[src/rtl/netdly_pkg.sv]
// Shared types and defaults for the per-pin delay eye trainer.
package netdly_pkg;

    localparam int NBITS_DEF  = 16;
    // Matches the ECP5 DELAYF tap range.
    localparam int MAXTAP_DEF = 127;

    typedef enum logic [2:0] {
        S_IDLE,
        S_SEEK,
        S_SETTLE,
        S_MEASURE,
        S_EVAL,
        S_CENTER,
        S_DONE
    } state_e;

endpackage

[src/rtl/netdly_win_track.sv]
// Tracks the current error-free run and the longest run seen so far.
module netdly_win_track
    import netdly_pkg::*;
#(
    parameter int NBITS = NBITS_DEF
) (
    input  logic             i_clk,
    input  logic             i_reset_n,
    input  logic             i_clear,
    input  logic             i_eval,
    input  logic             i_pass,
    input  logic [NBITS-1:0] i_tap,
    output logic [NBITS-1:0] o_best_start,
    output logic [NBITS-1:0] o_best_len
);

    logic [NBITS-1:0] run_start_q, run_start_d;
    logic [NBITS-1:0] run_len_q, run_len_d;
    logic [NBITS-1:0] best_start_q, best_len_q;

    always_comb begin
        run_len_d   = i_pass ? run_len_q + 1'b1 : '0;
        run_start_d = run_start_q;
        if (i_pass && run_len_q == '0) run_start_d = i_tap;
    end

    // Strictly greater keeps the lowest-tap window on ties.
    always_ff @(posedge i_clk or negedge i_reset_n) begin
        if (!i_reset_n) begin
            run_start_q  <= '0;
            run_len_q    <= '0;
            best_start_q <= '0;
            best_len_q   <= '0;
        end else if (i_clear) begin
            run_start_q  <= '0;
            run_len_q    <= '0;
            best_start_q <= '0;
            best_len_q   <= '0;
        end else if (i_eval) begin
            run_start_q <= run_start_d;
            run_len_q   <= run_len_d;
            if (run_len_d > best_len_q) begin
                best_start_q <= run_start_d;
                best_len_q   <= run_len_d;
            end
        end
    end

    assign o_best_start = best_start_q;
    assign o_best_len   = best_len_q;

endmodule

[src/rtl/netdly_eye_trainer.sv]
// Sweeps delay taps, scores each by sample errors, centres the widest clean run.
// Define NETDLY_PASSMAP_EN to add the o_pass_map per-tap result output.
module netdly_eye_trainer
    import netdly_pkg::*;
#(
    parameter int NBITS   = NBITS_DEF,
    parameter int MAXTAP  = MAXTAP_DEF,
    parameter int SETTLE  = 16,
    parameter int MEASLG  = 10,
    parameter int TIMEOUT = 4096,
    parameter int MINWIN  = 4
) (
    input  logic             i_clk,
    input  logic             i_reset_n,
    input  logic             i_start,
    input  logic [NBITS-1:0] i_current_delay,
    input  logic             i_sample_valid,
    input  logic             i_sample_err,
    output logic [NBITS-1:0] o_commanded_delay,
    output logic             o_busy,
    output logic             o_done,
    output logic             o_fail,
    output logic [NBITS-1:0] o_win_start,
    output logic [NBITS-1:0] o_win_len
`ifdef NETDLY_PASSMAP_EN
    ,
    output logic [MAXTAP:0]  o_pass_map
`endif
);

    localparam int CW = $clog2(TIMEOUT + SETTLE + 1) + 1;

    state_e           state_q, state_d;
    logic [NBITS-1:0] tap_q, tap_d, cmd_q, cmd_d, prev_q, prev_d;
    logic [NBITS-1:0] ws_q, ws_d, wl_q, wl_d;
    logic [CW-1:0]    cnt_q, cnt_d;
    logic [MEASLG:0]  smp_q, smp_d;
    logic             err_q, err_d, send_q, send_d;
    logic             fail_q, fail_d, ofail_q, ofail_d;
    logic [NBITS-1:0] best_start, best_len, centre;
    logic             start_ok, win_eval;

    assign start_ok = (state_q == S_IDLE) && i_start;
    assign win_eval = (state_q == S_EVAL) && !send_q;
    assign centre   = best_start + ((best_len - 1'b1) >> 1);

    netdly_win_track #(.NBITS(NBITS)) u_win (
        .i_clk       (i_clk),
        .i_reset_n   (i_reset_n),
        .i_clear     (start_ok),
        .i_eval      (win_eval),
        .i_pass      (!err_q),
        .i_tap       (tap_q),
        .o_best_start(best_start),
        .o_best_len  (best_len)
    );

    always_ff @(posedge i_clk or negedge i_reset_n) begin
        if (!i_reset_n) begin
            state_q <= S_IDLE;
            tap_q   <= '0;
            cmd_q   <= '0;
            prev_q  <= '0;
            ws_q    <= '0;
            wl_q    <= '0;
            cnt_q   <= '0;
            smp_q   <= '0;
            err_q   <= 1'b0;
            send_q  <= 1'b0;
            fail_q  <= 1'b0;
            ofail_q <= 1'b0;
        end else begin
            state_q <= state_d;
            tap_q   <= tap_d;
            cmd_q   <= cmd_d;
            prev_q  <= prev_d;
            ws_q    <= ws_d;
            wl_q    <= wl_d;
            cnt_q   <= cnt_d;
            smp_q   <= smp_d;
            err_q   <= err_d;
            send_q  <= send_d;
            fail_q  <= fail_d;
            ofail_q <= ofail_d;
        end
    end

    always_comb begin
        state_d = state_q;
        tap_d   = tap_q;
        cmd_d   = cmd_q;
        prev_d  = prev_q;
        ws_d    = ws_q;
        wl_d    = wl_q;
        cnt_d   = cnt_q;
        smp_d   = smp_q;
        err_d   = err_q;
        send_d  = send_q;
        fail_d  = fail_q;
        ofail_d = ofail_q;
        unique case (state_q)
            S_IDLE: if (i_start) begin
                prev_d  = cmd_q;
                tap_d   = '0;
                cmd_d   = '0;
                cnt_d   = '0;
                send_d  = 1'b0;
                fail_d  = 1'b0;
                state_d = S_SEEK;
            end
            S_SEEK: begin
                if (i_current_delay == tap_q) begin
                    cnt_d   = '0;
                    state_d = S_SETTLE;
                end else if (cnt_q == CW'(TIMEOUT - 1)) begin
                    send_d  = 1'b1;
                    state_d = S_EVAL;
                end else begin
                    cnt_d = cnt_q + 1'b1;
                end
            end
            S_SETTLE: begin
                if (cnt_q == CW'(SETTLE - 1)) begin
                    smp_d   = '0;
                    err_d   = 1'b0;
                    state_d = S_MEASURE;
                end else begin
                    cnt_d = cnt_q + 1'b1;
                end
            end
            S_MEASURE: if (i_sample_valid) begin
                smp_d = smp_q + 1'b1;
                err_d = err_q | i_sample_err;
                if (smp_d[MEASLG]) state_d = S_EVAL;
            end
            S_EVAL: begin
                cnt_d = '0;
                if (send_q || tap_q == NBITS'(MAXTAP)) begin
                    state_d = S_CENTER;
                end else begin
                    tap_d   = tap_q + 1'b1;
                    cmd_d   = tap_q + 1'b1;
                    state_d = S_SEEK;
                end
            end
            S_CENTER: begin
                if (best_len < NBITS'(MINWIN)) begin
                    cmd_d   = prev_q;
                    fail_d  = 1'b1;
                    state_d = S_DONE;
                end else begin
                    cmd_d = centre;
                    if (i_current_delay == centre) begin
                        state_d = S_DONE;
                    end else if (cnt_q == CW'(TIMEOUT - 1)) begin
                        fail_d  = 1'b1;
                        state_d = S_DONE;
                    end else begin
                        cnt_d = cnt_q + 1'b1;
                    end
                end
            end
            S_DONE: state_d = S_IDLE;
            default: state_d = S_IDLE;
        endcase
        // Results become visible together with the done pulse.
        if (state_d == S_DONE && state_q != S_DONE) begin
            ofail_d = fail_d;
            ws_d    = best_start;
            wl_d    = best_len;
        end
    end

    always_comb begin
        o_busy            = (state_q != S_IDLE) && (state_q != S_DONE);
        o_done            = (state_q == S_DONE);
        o_fail            = ofail_q;
        o_win_start       = ws_q;
        o_win_len         = wl_q;
        o_commanded_delay = cmd_q;
    end

`ifdef NETDLY_PASSMAP_EN
    logic [MAXTAP:0] pmap_q;

    always_ff @(posedge i_clk or negedge i_reset_n) begin
        if (!i_reset_n) begin
            pmap_q <= '0;
        end else if (start_ok) begin
            pmap_q <= '0;
        end else if (win_eval && !err_q) begin
            for (int i = 0; i <= MAXTAP; i++) begin
                if (tap_q == NBITS'(i)) pmap_q[i] <= 1'b1;
            end
        end
    end

    assign o_pass_map = pmap_q;
`endif

endmodule

[config.mk]
export PLATFORM = sky130hd
export DESIGN_NAME = netdly_eye_trainer
export DESIGN_NICKNAME = d
export VERILOG_FILES = /design/src/rtl/netdly_pkg.sv /design/src/rtl/netdly_win_track.sv /design/src/rtl/netdly_eye_trainer.sv
export SDC_FILE = /design/constraint.sdc
export NUM_CORES = 1
export LEC_CHECK = 0
export ABC_AREA = 1
export CORE_MARGIN = 4
export CORE_UTILIZATION = 30
export CTS_CLUSTER_DIAMETER = 30
export DETAILED_ROUTE_END_ITERATION = 12
export PLACE_DENSITY = 0.47
export SLEW_MARGIN = 20
export SYNTH_ARGS = -nofsm -noshare
export SYNTH_HDL_FRONTEND = slang
export SYNTH_HIERARCHICAL = 1
export SYNTH_SLANG_ARGS = --single-unit
export TNS_END_PERCENT = 30
[constraint.sdc]
create_clock -name i_clk -period 4.7 [get_ports i_clk]
set_clock_uncertainty 0.05 [all_clocks]
set_input_delay 1.41 -clock i_clk [delete_from_list [all_inputs] [get_ports i_clk]]
set_output_delay 1.41 -clock i_clk [all_outputs]
set_load 0.01 [all_outputs]
# Word-level counts from Yosys, hierarchy flattened
# Index checks and enable logic that the tools add are counted.
# totals
regBits	176
latch_bits	0
ramBits	0
mem_bits_ro	0
in_bits	21
output_inout_bits	51
elab_cells	122
mem_count	0
# classes
add_sub_neg	6
n_mul	0
div	0
order_cmp	2
eq_ne	22
shifts	0
n_mux	50
bitwise_logic	1
reduce_logical	25
# op_table
op	n
$mux W16	15
$mux W14	6
$pmux W14 S5	1
$pmux W16 S3	1
$add A16 B1 Y16 const B	2
$eq A16 B16 Y1	2
$pmux W16 S2	1
$mux W3	10
$mux W11	2
$pmux W11 S2	1
$ne A2 B2 Y1 const B	9
$pmux W3 S6	1
$add A16 B15 Y16	1
$eq A16 B7 Y1 const B	1
$gt A16 B16 Y1	1
$logic_not A16 Y1	1
$lt A16 B3 Y1 const B	1
$sub A16 B1 Y16 const B	1
$add A14 B1 Y14 const B	1
$eq A14 B12 Y1 const B	1
$eq A14 B4 Y1 const B	1
$eq A3 B3 Y1 const B	4
$add A11 B1 Y11 const B	1
$reduce_bool A2 Y1	5
other kinds (16)	36

# Longest topological paths before layout
# Gate-level depths: netlist (run 1).
# logic_depth
word_depth	8
ltp_mapped	30
mapped_depth_nobuf	28

# Cells and area by module
# The synthesis (run 1) kept the hierarchy.
# modules_own_cells
mod	n_inst	cells_per_inst	area_each_um2	seq_area_each_um2
netdly_eye_trainer	1	1118	7608.5	2802.7
netdly_win_track	1	546	3877.5	1601.5

# Least setup slack after synthesis (run 1)
# No wires, ideal clock.
# synth_path
path_kind	flip-flop to flip-flop
startpoint	reg u_win.best_len_q[2], in the netlist u_win/o_best_len[2]
endpoint	reg ws_q[1], in the netlist o_win_start[1]
setup_time_ns	0.119
arrival_time_ns	3.282
required_time_ns	4.531
setup_slack_ns	1.249
stages_incl_launch_ff	31
n_path_buf	2
period_less_slack_ns	3.451
cell_sequence	dfrtp_1 -> nor2_1 -> nand2_1 -> nor3_1 -> nand2_1 -> nor2_1 -> nand2_1 -> nor3_1 -> nand2_1 -> xor2_1 -> ha_1 -> nand2_1 -> inv_1 -> nand2_1 -> nand2_1 -> a21oi_1 -> nand2_1 -> nand2_1 -> nand2_2 -> nand2_1 -> nand2_1 -> inv_1 -> nand2_1 -> nor2_1 -> nand3_1 -> nand3_2 -> nand2_2 -> buf_6 -> buf_6 -> nand2_1 -> o21ai_2
# synth_via
elab_chain_len	8
word_cells_on_any_way	9
classes_between	add/sub: 2; order compare: 1; eq/ne: 2; mux: 3; reduce/logical: 1
# synth_lines
element	line	rtl
start: declaration	netdly_win_track.sv:19	logic [NBITS-1:0] best_start_q, best_len_q;
start signal: assignment	netdly_win_track.sv:44	best_len_q <= run_len_d;
$sub A16 B1 Y16	netdly_eye_trainer.sv:45	assign centre = best_start + ((best_len - 1'b1) >> 1);
$add A16 B15 Y16	netdly_eye_trainer.sv:45	
$eq A16 B16 Y1	netdly_eye_trainer.sv:153	if (i_current_delay == centre) begin
$mux W3	netdly_eye_trainer.sv:153	
$mux W3 (*)	netdly_eye_trainer.sv:147	if (best_len < NBITS'(MINWIN)) begin
$pmux W3 S6 (*)	netdly_eye_trainer.sv:101	unique case (state_q)
$eq A3 B3 Y1 (*)	netdly_eye_trainer.sv:167	if (state_d == S_DONE && state_q != S_DONE) begin
$logic_and A1 B1 Y1 (*)	netdly_eye_trainer.sv:167	
end signal: assignment	netdly_eye_trainer.sv:77	ws_q <= ws_d;
end: declaration	netdly_eye_trainer.sv:35	logic [NBITS-1:0] ws_q, ws_d, wl_q, wl_d;
# Every way passes the cells marked *; elsewhere a longest branch is shown, timed or not.
# A chain may end at the register's enable or synchronous reset.

# Worst setup path after layout (run 1)
# layout_path
startpoint	reg u_win.best_len_q[0], in the netlist u_win/o_best_len[0]
endpoint	reg cnt_q[8]
# layout_via
elab_chain_len	5
word_cells_on_any_way	7
classes_between	add/sub: 2; order compare: 1; eq/ne: 3; reduce/logical: 1
# layout_lines
element	line	rtl
$sub A16 B1 Y16	netdly_eye_trainer.sv:45	
$add A16 B15 Y16	netdly_eye_trainer.sv:45	
$eq A16 B16 Y1	netdly_eye_trainer.sv:153	
$ne A2 B2 Y1 (no line)	-	
$reduce_and A5 Y1 (no line) (*)	-	
end signal: assignment	netdly_eye_trainer.sv:79	cnt_q <= cnt_d;
end: declaration	netdly_eye_trainer.sv:36	logic [CW-1:0] cnt_q, cnt_d;
# Marked as above.

==> results of run 1 <==
worst max path at each step:
stage,startpoint,to,slack (ps),cells past startpoint
global placement,u_win/o_best_len[0],o_win_start[1],670,29
floorplan,u_win/o_best_len[2],o_win_start[1],1250,30
global route,u_win/o_best_len[0],cnt_q[8],110,23
CTS,u_win/o_best_len[0],o_win_start[1],550,29
detailed placement,u_win/o_best_len[0],o_win_start[1],600,29
finish,u_win/o_best_len[0],cnt_q[8],660,25
registers in the layout, summed over array words and instances (netlist names), 3 cells and up:
register	cells
cnt_q	14
state_q	3
o_commanded_delay	16
u_win/o_best_len	16
u_win/run_len_q	16
prev_q	16
o_win_start	16
tap_q	16
u_win/run_start_q	16
u_win/o_best_start	16
smp_q	11
o_win_len	16
synth_stat cells, drive strengths merged, types with 2 or more instances:
| master | n | area share (%) |
|---|---|---|
| a21oi | 42 | 1.9 |
| buf | 27 | 1.7 |
| inv | 221 | 7.2 |
| ha | 39 | 4.2 |
| dfrtp | 176 | 38 |
| xnor2 | 4 | 0.30 |
| nand2 | 509 | 17 |
| nor2 | 177 | 6.2 |
| o21a | 2 | 0.14 |
| nand3b | 8 | 0.52 |
| xor2 | 30 | 2.3 |
| a31o | 2 | 0.15 |
| nor3 | 27 | 1.3 |
| nand4 | 18 | 1.1 |
| nor4 | 8 | 0.49 |
| nand3 | 196 | 8.7 |
| a31oi | 12 | 0.65 |
| o22ai | 4 | 0.22 |
| clkbuf | 28 | 0.92 |
| o21ai | 108 | 4.8 |
| o211ai | 15 | 0.98 |
where the power goes:
| group | total [mW] | switching, mW | internal [mW] |
|---|---|---|---|
| Sequential | 1.79 | 0.129 | 1.66 |
| Clock | 1.58 | 0.670 | 0.914 |
| Combinational | 0.747 | 0.460 | 0.287 |
cell families (layout without fill, tap and decap cells):
family	Yosys count	after routing	share of synthesized area [%]
AND/OR/NAND/NOR	945	945	35.4
AO/OA/AOI/OAI	191	191	9.34
XOR/XNOR	34	34	2.59
flip-flops	176	176	38.3
buffers and inverters	277	345	9.83
multiplexers	1	1	0.0871
adder cells (fa/ha/maj)	40	40	4.42
metrics by stage:
step,util [%],power [mW]
2_1_floorplan,-,2.27
3_3_place_gp,33.7,2.56
3_5_place_dp,33.7,2.57
4_1_cts,35.4,4.18
5_1_grt,35.4,4.35
6_report,35.4,4.12
per-layer routing:
metal,GRT usage (%),share of wire [%]
met5,0,0
met4,4.38,1.7
met3,2.58,2.9
met2,29.7,47
met1,24.6,48
critical path: stages (launching register included):
cell and delay, ps:
dfrtp_1 400, inv_1 110, nand2_1 90, nor3_1 270
nand2_1 110, nor2_1 100, nand2_1 110, nor3_1 220
nand2_1 100, xor2_1 160, ha_1 350, nand2_1 150
inv_1 50, nand2_1 60, nand2_1 50, a21oi_1 210
nand3_1 160, nand2_2 110, nor2_1 40, nor2_1 110
nand4_1 140, o21ai_2 240, nand2_4 180, nand2_4 230
nand2_1 70, nand2_1 60
area by class of cell:
| class | instances | area, µm² | share of cell area [%] |
|---|---|---|---|
| Sequential cell | 176 | 4400 | 32.9 |
| Clock buffer | 18 | 439 | 3.28 |
| Clock inverter | 14 | 201 | 1.51 |
| Timing Repair Buffer | 91 | 890 | 6.65 |
| Inverter | 222 | 833 | 6.23 |
| Tap cell | 511 | 639 | 4.78 |
| Multi-Input combinational cell | 1211 | 5970 | 44.6 |
==> out/metrics.csv, run 1 <==
stage,metric,value,unit
placement,placed_cells,2211,
setup_path,reg2reg_depth,25,
global_routing,grtUsageTotal,17.9,%
floorplanning,initial_utilization,30.4,%
drt,drtIter0Drc,674,
global_routing,grt_pass1_vias,10400,
sta,tightest_slew,1040,ps
finish,fin_nets,1780,
floorplanning,pin_count,72,
job,drv_cap,0,
placement,place_ws,602,ps
setup_path,arrival,4370,ps
sta,fmax,0.247,GHz
global_routing,grt_max_degree,104,
setup_path,cp-start-kind,flop,
clocking,cts_tree,built,
floorplanning,rows,71,
global_routing,antenna_found_initial,0,
clocking,cts_buffer_depth,2,
setup_path,cp_max_fo,16,
setup_path,crit_type,flop to flop,
drt,vias_per_cell,4.75,
clocking,postCtsHoldBufs,0,
clocking,postCtsResizedCells,0,
floorplanning,die_area,41500,µm²
finish,final_common_cell,nand2_1,
global_routing,grt_pass1_wl,58.8,mm
worst_hold_path,hp-class,flop to flop,
yosys,synthCells,1664,
global_routing,grt.overflow.total,0,
yosys,seq_area_frac_synth,38.3,%
drt,drc,0,
sta,setup_tns,0,ps
finish,area_growth,16.4,%
placement,gp_congestion,0.828,
worst_hold_path,worstHoldPathCells,2,
sta,slew_headroom,30.9,%
drt,firstDrtPassIters,5,
finish,stdcell_area,13400,µm²
sta,fin_crit_sh,86.1,%
yosys,synth_edf_count,0,
placement,dp_hpwl,28.3,mm
clocking,post_cts_buffers,0,
floorplanning,die_w,204,µm
floorplanning,die_height,204,µm
finish,antenna_cells,0,
pwr,p_per_area,308,nW/µm²
sta,finalSetupViolations,0,
sta,slew_viol_final,0,
placement,io_buffers,71,
yosys,yosys_warnings,6,
finish,drive_above_1_share,6.29,%
setup_path,end_kind,flop,
yosys,syn_area,11500,µm²
finish,fill_cells,4079,
setup_path,required,5030,ps
setup_path,rrSetupSlack,660,ps
yosys,ys_ff_latch,176,
worst_hold_path,hold_end,o_win_start[7],
sta,hold_viol,0,
drt,vias,10700,
setup_path,r2r-end,cnt_q[8],
clocking,cts_made_buffers,17,
clocking,h-tree-depth,4,
yosys,syn_area_per_cell,6.90,µm²
status,status,"complete, no violations",
yosys,ys.flop_type,dfrtp_1,
finish,mostFrequentLayoutCells,"nand2_1, inv_1, nand3_1, dfrtp_1, nor2_1",
worst_hold_path,hp-start,o_win_start[7],
pwr,p_leak,6.71,nW
floorplanning,core,37800,µm²
sta,hold_slack,425,ps
clocking,cts_sinks,176,
sta,fin_ws,655,ps
yosys,syn_nets,1725,
placement,placed_area,12700,µm²
clocking,ctsRootBufferMaster,clkbuf_16,
clocking,clkTransAtPathRegs,70,ps
yosys,async_reset_ff_share,100,%
sta,period_needed,4040,ps
pwr,ir_drop,0.000198,V
setup_path,r2r_start,u_win/o_best_len[0],
drt,avgRoutedWirePerCell,16.3,µm
drt,routed_wl,36.7,mm
sta,rsz0062_at_grt,false,
drt,final_antenna_net_count,0,
yosys,synthDistinctLibCells,48,
clocking,worst_skew_pair.late_latency,450,ps
finish,final_cells,2243,
Power figures use the tool's default switching activity.
==> run 2: changes to the inputs <==
- GPL_TIMING_DRIVEN: not set -> 0
==> out/metrics.csv, run 2 (same netlist as run 1, synthesis figures left out) <==
stage,metric,value,unit
sta,period_needed,4340,ps
job,drv_cap,0,
global_routing,grt_max_degree,82,
pwr,p_leak,6.76,nW
sta,fmax,0.231,GHz
finish,drive_above_1_share,6.50,%
sta,hold_viol,0,
placement,dp_hpwl,30.4,mm
floorplanning,die_w,204,µm
finish,final_common_cell,nand2_1,
floorplanning,die_area,41500,µm²
global_routing,grt.overflow.total,0,
clocking,clkTransAtPathRegs,80,ps
clocking,cts_buffer_depth,2,
placement,io_buffers,71,
pwr,p_per_area,302,nW/µm²
global_routing,antenna_found_initial,0,
placement,placed_cells,2248,
status,status,"complete, no violations",
worst_hold_path,hp-class,flop to flop,
setup_path,critical-path-max-stage-delay,510,ps
sta,hold_slack,426,ps
drt,vias,10900,
drt,drtIter0Drc,740,
placement,gp_congestion,0.917,
drt,drc,0,
clocking,ctsRootBufferMaster,clkbuf_16,
setup_path,crit_type,flop to flop,
global_routing,grtUsageTotal,18.6,%
global_routing,grt_pass1_wl,60.5,mm
global_routing,grt_pass1_vias,10500,
finish,antenna_cells,0,
sta,setup_tns,0,ps
drt,vias_per_cell,4.76,
drt,final_antenna_net_count,0,
clocking,cts_tree,built,
floorplanning,die_height,204,µm
worst_hold_path,hold_end,o_win_start[10],
floorplanning,core,37800,µm²
sta,slew_viol_final,0,
setup_path,reg2reg_depth,25,
clocking,cts_sinks,176,
setup_path,arrival,4630,ps
setup_path,r2r_start,u_win/o_best_len[2],
sta,rsz0062_at_grt,false,
floorplanning,pin_count,72,
sta,finalSetupViolations,0,
setup_path,rrSetupSlack,360,ps
clocking,post_cts_buffers,0,
clocking,worst_skew_pair.late_latency,460,ps
setup_path,required,5000,ps
setup_path,r2r-end,cnt_q[11],
sta,slew_headroom,28.9,%
drt,routed_wl,37.8,mm
clocking,cts_made_buffers,17,
floorplanning,rows,71,
drt,firstDrtPassIters,5,
finish,area_growth,17.5,%
worst_hold_path,hp-start,o_win_start[10],
setup_path,crit_slowest_cell,dfrtp_1,
clocking,postCtsHoldBufs,0,
sta,fin_crit_sh,92.3,%
worst_hold_path,worstHoldPathCells,2,
finish,final_cells,2280,
floorplanning,initial_utilization,30.4,%
clocking,h-tree-depth,4,
sta,tightest_slew,1060,ps
setup_path,cp_max_fo,10,
setup_path,end_kind,flop,
finish,fin_nets,1817,
setup_path,cpMostUsedCell,nand2_1,
finish,mostFrequentLayoutCells,"nand2_1, inv_1, nand3_1, dfrtp_1, nor2_1",
setup_path,cp-start-kind,flop,
pwr,ir_drop,0.000186,V
drt,avgRoutedWirePerCell,16.6,µm
-- run 2: metrics by stage --
step / util [%] / power (mW) / instance area [µm²] / setup slack [ps]
after CTS: 35.7 / 4.13 / 13500 / 190
after floorplan: - / 2.27 / 11500 / 1250
after detailed placement: 34.2 / 2.60 / 12900 / 217
final: 35.8 / 4.07 / 13500 / 364
after global placement: 34.0 / 2.59 / 12800 / -5840
after global routing: 35.8 / 4.31 / 13500 / 11.0
-- run 2: worst max-delay path, delay by kind of cell (launching register included) --
family | cells | cell delay (ps)
xor gates and xnor gates | 1 | 260
and+or+nand+nor | 19 | 2300
AOI/OAI and AO/OA | 2 | 460
adders and majority gates | 1 | 350
DFF | 1 | 510
buffers and inverters | 2 | 290
-- run 2: layout make-up --
class | instances | area [µm²]
clock inverters | 15 | 171
flip-flops and latches | 176 | 4400
multi-input cells | 1211 | 5960
plain buffers | 55 | 295
well taps | 511 | 639
fillers | 4037 | 24300
inverters | 222 | 833
repair buffers | 73 | 771
clock buffers | 17 | 425
-- run 2: metal layers --
layer / track usage (%) / vias to the layer above / wire, µm
met1: 26.1 / 5056 / 18100
met2: 30.4 / 216 / 17700
li1: - / 5544 / -
met5: 0 / - / 0
met4: 4.96 / 0 / 697
met3: 2.40 / 38 / 1390
-- run 2: worst max path at each step --
stage,start,endpoint,slack (ps),depth (start not counted)
4_1_cts,u_win/o_best_len[2],cnt_q[5],190,25
3_3_place_gp,i_reset_n,tap_q[5],-5840,1
2_1_floorplan,u_win/o_best_len[2],o_win_start[1],1250,30
5_1_grt,u_win/o_best_len[2],cnt_q[5],10,25
6_report,u_win/o_best_len[2],cnt_q[11],360,25
3_5_place_dp,u_win/o_best_len[2],cnt_q[5],220,25
-- run 2: repair_timing --
action	CTS	global route
resized for setup	0	2
endpoints found under the setup margin	0	41
endpoints found under the hold margin	0	0
-- run 2: power breakdown --
group / internal (mW) / switching, mW / total (mW)
registers: 1.66 / 0.130 / 1.79
logic: 0.305 / 0.470 / 0.775
clock network: 0.803 / 0.704 / 1.51
